<file path="src/rtl/freq_meter_pkg.sv">
// freq_meter_pkg: shared definitions for the 50 MHz timing blocks.
//   state_t           FSM encoding used by freq_meter
//   CLK_FREQ_DEFAULT  system clock frequency in Hz
//   gate_cnt_width()  bit width of a 0..cycles-1 counter, minimum 1
package freq_meter_pkg;

  typedef enum logic [1:0] {
    IDLE = 2'd0,
    GATE = 2'd1,
    DONE = 2'd2
  } state_t;

  localparam int unsigned CLK_FREQ_DEFAULT = 50_000_000;

  function automatic int gate_cnt_width(input int unsigned cycles);
    return (cycles <= 2) ? 1 : $clog2(cycles);
  endfunction

endpackage

</file>
<file path="src/rtl/freq_meter_if.sv">
// freq_meter_if: control/result bundle of the frequency meter.
//   start, cont                      requester -> meter
//   busy, freq_out, valid, overflow  meter -> requester
// master = requester side, slave = meter side.
interface freq_meter_if #(
  parameter int CNT_W = 32
);
  logic             start;
  logic             cont;
  logic             busy;
  logic [CNT_W-1:0] freq_out;
  logic             valid;
  logic             overflow;

  modport master (
    output start, cont,
    input  busy, freq_out, valid, overflow
  );

  modport slave (
    input  start, cont,
    output busy, freq_out, valid, overflow
  );
endinterface

</file>
<file path="src/rtl/freq_meter_sync_edge_detect.sv">
// sync_edge_detect: brings an asynchronous input into the clk domain and
// flags its rising edges.
//   clk       system clock
//   rst       asynchronous active-low reset
//   async_in  input asynchronous to clk
//   rise      one-cycle pulse per synchronized rising edge
module sync_edge_detect #(
  parameter int SYNC_STAGES = 2
) (
  input  logic clk,
  input  logic rst,
  input  logic async_in,
  output logic rise
);

  logic [SYNC_STAGES-1:0] sync_q;
  logic                   prev_q;

  always_ff @(posedge clk or negedge rst) begin
    if (!rst) begin
      sync_q <= '0;
      prev_q <= 1'b0;
    end else begin
      sync_q <= {sync_q[SYNC_STAGES-2:0], async_in};
      prev_q <= sync_q[SYNC_STAGES-1];
    end
  end

  // Both terms are flop outputs, so rise carries no path from async_in.
  assign rise = sync_q[SYNC_STAGES-1] & ~prev_q;

endmodule

</file>
<file path="src/rtl/freq_meter.sv">
// freq_meter: counts rising edges of sig_in over a gate of CLK_FREQ/GATE_DIV
// clk cycles and reports the result scaled to Hz.
//   clk, rst  system clock, asynchronous active-low reset
//   sig_in    signal under measurement (asynchronous)
//   bus       freq_meter_if.slave: start, cont in; busy, freq_out, valid,
//             overflow out (all registered)
//
// state | meaning
// IDLE  | waiting for start or cont
// GATE  | counting edges for GATE_CYCLES cycles
// DONE  | one cycle, result and valid presented
module freq_meter
  import freq_meter_pkg::*;
#(
  parameter int unsigned CLK_FREQ    = CLK_FREQ_DEFAULT,
  parameter int unsigned GATE_DIV    = 1,
  parameter int          CNT_W       = 32,
  parameter int          SYNC_STAGES = 2
) (
  input  logic     clk,
  input  logic     rst,
  input  logic     sig_in,
  freq_meter_if.slave bus
);

  localparam int unsigned       GATE_CYCLES = CLK_FREQ / GATE_DIV;
  localparam int                GATE_W      = gate_cnt_width(GATE_CYCLES);
  localparam logic [GATE_W-1:0] GATE_LAST   = GATE_W'(GATE_CYCLES - 1);
  localparam int                PROD_W      = CNT_W + 32;

  state_t            state_q, state_d;
  logic [GATE_W-1:0] gate_cnt_q;
  logic [CNT_W-1:0]  edge_cnt_q, edge_cnt_d;
  logic              rise;
  logic              gate_last;
  logic [PROD_W-1:0] product;
  logic              result_sat;
  logic [CNT_W-1:0]  result;
  logic              busy_q, valid_q, overflow_q;
  logic [CNT_W-1:0]  freq_q;

  sync_edge_detect #(.SYNC_STAGES(SYNC_STAGES)) u_sync (
    .clk      (clk),
    .rst      (rst),
    .async_in (sig_in),
    .rise     (rise)
  );

  assign gate_last = (state_q == GATE) && (gate_cnt_q == GATE_LAST);

  // Saturating edge count including the current cycle's rise, so the last
  // gate cycle is counted in the result registered on the way into DONE.
  always_comb begin
    edge_cnt_d = edge_cnt_q;
    if (rise && !(&edge_cnt_q)) edge_cnt_d = edge_cnt_q + CNT_W'(1);
  end

  assign product    = PROD_W'(edge_cnt_d) * PROD_W'(GATE_DIV);
  assign result_sat = (&edge_cnt_d) | (|product[PROD_W-1:CNT_W]);
  assign result     = result_sat ? '1 : product[CNT_W-1:0];

  always_comb begin
    state_d = state_q;
    unique case (state_q)
      IDLE:    if (bus.start || bus.cont) state_d = GATE;
      GATE:    if (gate_cnt_q == GATE_LAST) state_d = DONE;
      DONE:    state_d = bus.cont ? GATE : IDLE;
      default: state_d = IDLE;
    endcase
  end

  always_ff @(posedge clk or negedge rst) begin
    if (!rst) begin
      state_q    <= IDLE;
      gate_cnt_q <= '0;
      edge_cnt_q <= '0;
      busy_q     <= 1'b0;
      valid_q    <= 1'b0;
      overflow_q <= 1'b0;
      freq_q     <= '0;
    end else begin
      state_q <= state_d;
      // Counters only run in GATE; holding them at zero elsewhere clears
      // them on every entry to GATE and drops rises seen during DONE.
      if (state_q == GATE) begin
        gate_cnt_q <= gate_cnt_q + GATE_W'(1);
        edge_cnt_q <= edge_cnt_d;
      end else begin
        gate_cnt_q <= '0;
        edge_cnt_q <= '0;
      end
      busy_q  <= (state_d != IDLE);
      valid_q <= gate_last;
      if (gate_last) begin
        freq_q     <= result;
        overflow_q <= result_sat;
      end
    end
  end

  assign bus.busy     = busy_q;
  assign bus.valid    = valid_q;
  assign bus.overflow = overflow_q;
  assign bus.freq_out = freq_q;

endmodule

</file>
<file path="src/flat_wrapper.sv">
// flat-port wrapper written by rule: the top's interface ports become plain ports
module freq_meter_flat import freq_meter_pkg::*;
#(
  parameter int unsigned CLK_FREQ    = CLK_FREQ_DEFAULT,
  parameter int unsigned GATE_DIV    = 1,
  parameter int          CNT_W       = 32,
  parameter int          SYNC_STAGES = 2
)
  (clk, rst, sig_in, bus_start, bus_cont, bus_busy, bus_freq_out, bus_valid, bus_overflow);
  freq_meter_if #(.CNT_W(CNT_W)) bus_i ();
  input  logic clk;
  input  logic rst;
  input  logic sig_in;
  input wire logic [$bits(bus_i.start)-1:0] bus_start;
  input wire logic [$bits(bus_i.cont)-1:0] bus_cont;
  output wire logic [$bits(bus_i.busy)-1:0] bus_busy;
  output wire logic [$bits(bus_i.freq_out)-1:0] bus_freq_out;
  output wire logic [$bits(bus_i.valid)-1:0] bus_valid;
  output wire logic [$bits(bus_i.overflow)-1:0] bus_overflow;
  assign bus_i.start = bus_start;
  assign bus_i.cont = bus_cont;
  assign bus_busy = bus_i.busy;
  assign bus_freq_out = bus_i.freq_out;
  assign bus_valid = bus_i.valid;
  assign bus_overflow = bus_i.overflow;
  freq_meter #(.CLK_FREQ(CLK_FREQ), .GATE_DIV(GATE_DIV), .CNT_W(CNT_W), .SYNC_STAGES(SYNC_STAGES)) u_core (.clk(clk), .rst(rst), .sig_in(sig_in), .bus(bus_i));
endmodule
</file>
<file path="config.mk">
export PLATFORM = sky130hd
export DESIGN_NAME = freq_meter_flat
export DESIGN_NICKNAME = d
export VERILOG_FILES = /design/src/rtl/freq_meter_pkg.sv /design/src/rtl/freq_meter_if.sv /design/src/rtl/freq_meter_sync_edge_detect.sv /design/src/rtl/freq_meter.sv /design/src/flat_wrapper.sv
export SDC_FILE = /design/constraint.sdc
export NUM_CORES = 1
export LEC_CHECK = 0
export ABC_AREA = 1
export BUFFER_PORTS_ARGS = -buffer_cell sky130_fd_sc_hd__buf_2
export CORE_UTILIZATION = 50
export DETAILED_ROUTE_END_ITERATION = 12
export PLACE_DENSITY = 0.77
export SLEW_MARGIN = 0
export SYNTH_ARGS = -nofsm -noshare
export SYNTH_HDL_FRONTEND = slang
export SYNTH_SLANG_ARGS = --single-unit
</file>
<file path="constraint.sdc">
create_clock -name clk -period 6.1 [get_ports clk]
set_input_delay 0 -clock clk [delete_from_list [all_inputs] [get_ports clk]]
set_output_delay 0 -clock clk [all_outputs]
set_load 0.01 [all_outputs]
</file>
==> reports/results.txt <==
Routability Congestion: 0.920
Synth Area in Simple Gates: 35.8%
Headroom to the max-slew limit: 16.0%
Share of the synthesized area in the top cell type: 48.2%
WL final: 11200 um
# Max-Cap Violations: 0
FF-to-FF path depth: 7
Count leader, synth: nand2_1
Top FF cell, synth: dfrtp_1
Maximum vdd drop: 0.140 mV
WL/cell: 12.7 um
Root buffer cell: clkbuf_8
Clock Path Buffers: 2
Main combinational cell family by area after synthesis: simple AND/OR/NAND/NOR gates
Total GRT Usage: 24.1%
Min Clock Period, post-route: 2.66 ns
Largest net degree at the start of global routing: 66
H-tree depth: 3
# placed instances: 857
F_max: 376 MHz
Hold Path Class: in -> async
Clock Skews: 0.0148 ns
Int Power: 0.925 mW
Sw Pwr: 0.464 mW
Logic pwr share: 17.7%
Final Hold Viols: 0
Req. time, crit path: 6.35 ns
Setup TNS: 0 ns
Power Density: 248 nW/um^2
Startpoint Class: register
EDFF count, synth: 0
Area added between synthesis and finish: 10.2%
Unrepaired setup endpoints after global routing: false
Lkg Pwr: 2.77 nW
Mux contribution to synthesized area: 0%
Compound-Gate Fraction of Synth Area: 6.74%
RR Startpoint: u_core.state_q[1]
DP HPWL: 8170 um
Drt via density: 5.16
Grt ovf: 0
Die height: 103 um
Initial Util: 51.8%
Vias in the first global route: 4381
Worst Path Max Fanout: 65
Post-Syn Area: 5090 um^2
Data arrival time of the critical path: 2.91 ns
CTS sink count: 98
Worst Max-Slew Pin Slew: 1.25 ns
Net Count, Synth: 707
Die area: 10600 um^2
CTS tree: done
Critical path capture point type: register
Top-level port count: 40
FF-to-FF End: u_core.bus.freq_out[9]
Row count: 36
Starting DRT DRC Count: 203
Residual DRC: 0
Synth area leader: dfrtp_1
First-pass detailed-route iteration total: 4
Sequential area share after synthesis: 48.2%
# Post-CTS Setup Buffers: 0
Yosys warns: 0
DIE WIDTH: 103 um
# diodes: 0
Via count: 4524
Netlist cell types: 31
Final Max Slew Viols: 0
Number of port buffers: 39
# nets final: 746
Clk slew on worst S/H paths: 0.10 ns
DRT antenna net count: 0
Layout cells sized above 1: 10.2%
Kind of critical path: reg -> reg
Sw Share: 33.4%
First-pass GRT wire length: 19600 um
Core Area: 9820 um^2
Clk_lat worst skew: 0.38 ns
Final cell count without fillers: 877
Ys async rst share: 100%
Status: finished, final reports clean
Clock group share of total power: 29.6%
Initial antenna violation count: 0
Syn Area/Cell: 7.27 um^2
Gate Count Post-Synth: 700
Reg power frac: 52.7%
Post-Synth Adder-Cell Area: 0.492%
R2r setup slk: 3.44 ns
Area contributors post-synth: dfrtp_1, nand2_1, nor2_1, inv_1, nand3_1
Post-synth top cells: nand2_1, nor2_1, dfrtp_1
CTS buffer count: 9
Tcrit/Tclk final: 43.6%
Final Setup Violations: 0
Synth Register Bits: 98
XOR/XNOR Fraction of Synth Area: 1.20%
## per-layer routing
layer	global-route usage (%)	routed length, um
met5	0	0
met4	10.6	249
met3	4.34	582
met2	41.1	5450
met1	30.2	4890
## kinds of logic (layout without fill, tap and decap cells)
| kind of cell | after synthesis | count (layout) |
|---|---|---|
| buffers and inverters | 94 | 138 |
| adder cells (fa/ha/maj) | 2 | 2 |
| flip-flops | 98 | 98 |
| AO/OA/AOI/OAI | 67 | 67 |
| XOR/XNOR | 7 | 7 |
| AND/OR/NAND/NOR | 432 | 432 |
## placed cells by master (no fill, tap or decap), drive strengths merged
cell,count
a211oi,1
a21oi,16
buf,42
clkbuf,9
clkinv,4
dfrtp,98
dlygate4sd3,4
ha,2
inv,79
nand2,223
nand3,49
nand3b,1
nand4,11
nor2,133
nor3,11
nor3b,1
nor4,3
o21a,2
o21ai,48
xnor2,1
xor2,6
## critical path, cell delays in order, from the launching register on
cell	delay [ns]
dfrtp_1	0.41
nor2_1	0.95
clkinv_1	0.28
nor2_2	0.29
inv_1	0.06
buf_4	0.28
nand2_1	0.12
o21ai_0	0.08
## per-stage QoR
stage / setup slack (ns) / area [um^2] / power [mW] / util [%] / hold slack (ns)
finish: 3.44 / 5610 / 1.39 / 57.1 / 0.125
global route: 3.10 / 5610 / 1.46 / 57.1 / 0.196
CTS: 3.43 / 5610 / 1.40 / 57.1 / 0.140
detailed placement: 3.43 / 5380 / 0.987 / 54.8 / 0.0189
global placement: 3.52 / 5380 / 0.979 / 54.8 / 0.00866
floorplan: 4.16 / 5090 / 0.917 / - / -0.296
## sequential cells by signal (all words and copies together), names as in the netlist
| signal | flops |
|---|---|
| u_core.bus.freq_out | 32 |
| u_core.u_sync.sync_q | 2 |
| u_core.edge_cnt_q | 32 |
| u_core.bus.busy | 1 |
| u_core.u_sync.prev_q | 1 |
| u_core.state_q | 2 |
| u_core.bus.overflow | 1 |
| u_core.bus.valid | 1 |
| u_core.gate_cnt_q | 26 |
## power by group through the flow
stage	registers (mW)	logic [mW]	clock network (mW)
2_1_floorplan	0.729	0.188	0
3_3_place_gp	0.742	0.238	0
3_5_place_dp	0.742	0.245	0
4_1_cts	0.731	0.247	0.421
5_1_grt	0.737	0.283	0.443
6_report	0.731	0.246	0.411
## final cells by class
type,count,area (um^2)
inverters,76,285
clock inverters,7,68.8
repair buffers,46,260
clock buffers,9,124
well taps,133,166
multi-input cells,508,2250
flip-flops and latches,98,2450
fillers,973,4210
## repair_timing
action | 4_1_cts | 5_1_grt
resized for setup | 0 | 0
hold endpoints to repair | 44 | 0
endpoints found under the setup margin | 0 | 0
hold buffers | 4 | 0
## how the worst max path moves through the flow
stage,startpoint,to,cells past startpoint
after floorplan,u_core.edge_cnt_q[0],u_core.bus.overflow,17
after global placement,u_core.state_q[1],u_core.bus.freq_out[22],7
after detailed placement,u_core.state_q[1],u_core.bus.freq_out[28],7
after CTS,u_core.state_q[1],u_core.bus.freq_out[0],6
after global routing,u_core.state_q[1],u_core.bus.freq_out[19],7
final,u_core.state_q[1],u_core.bus.freq_out[9],7
Note: power is estimated with default switching activity, not from simulation.
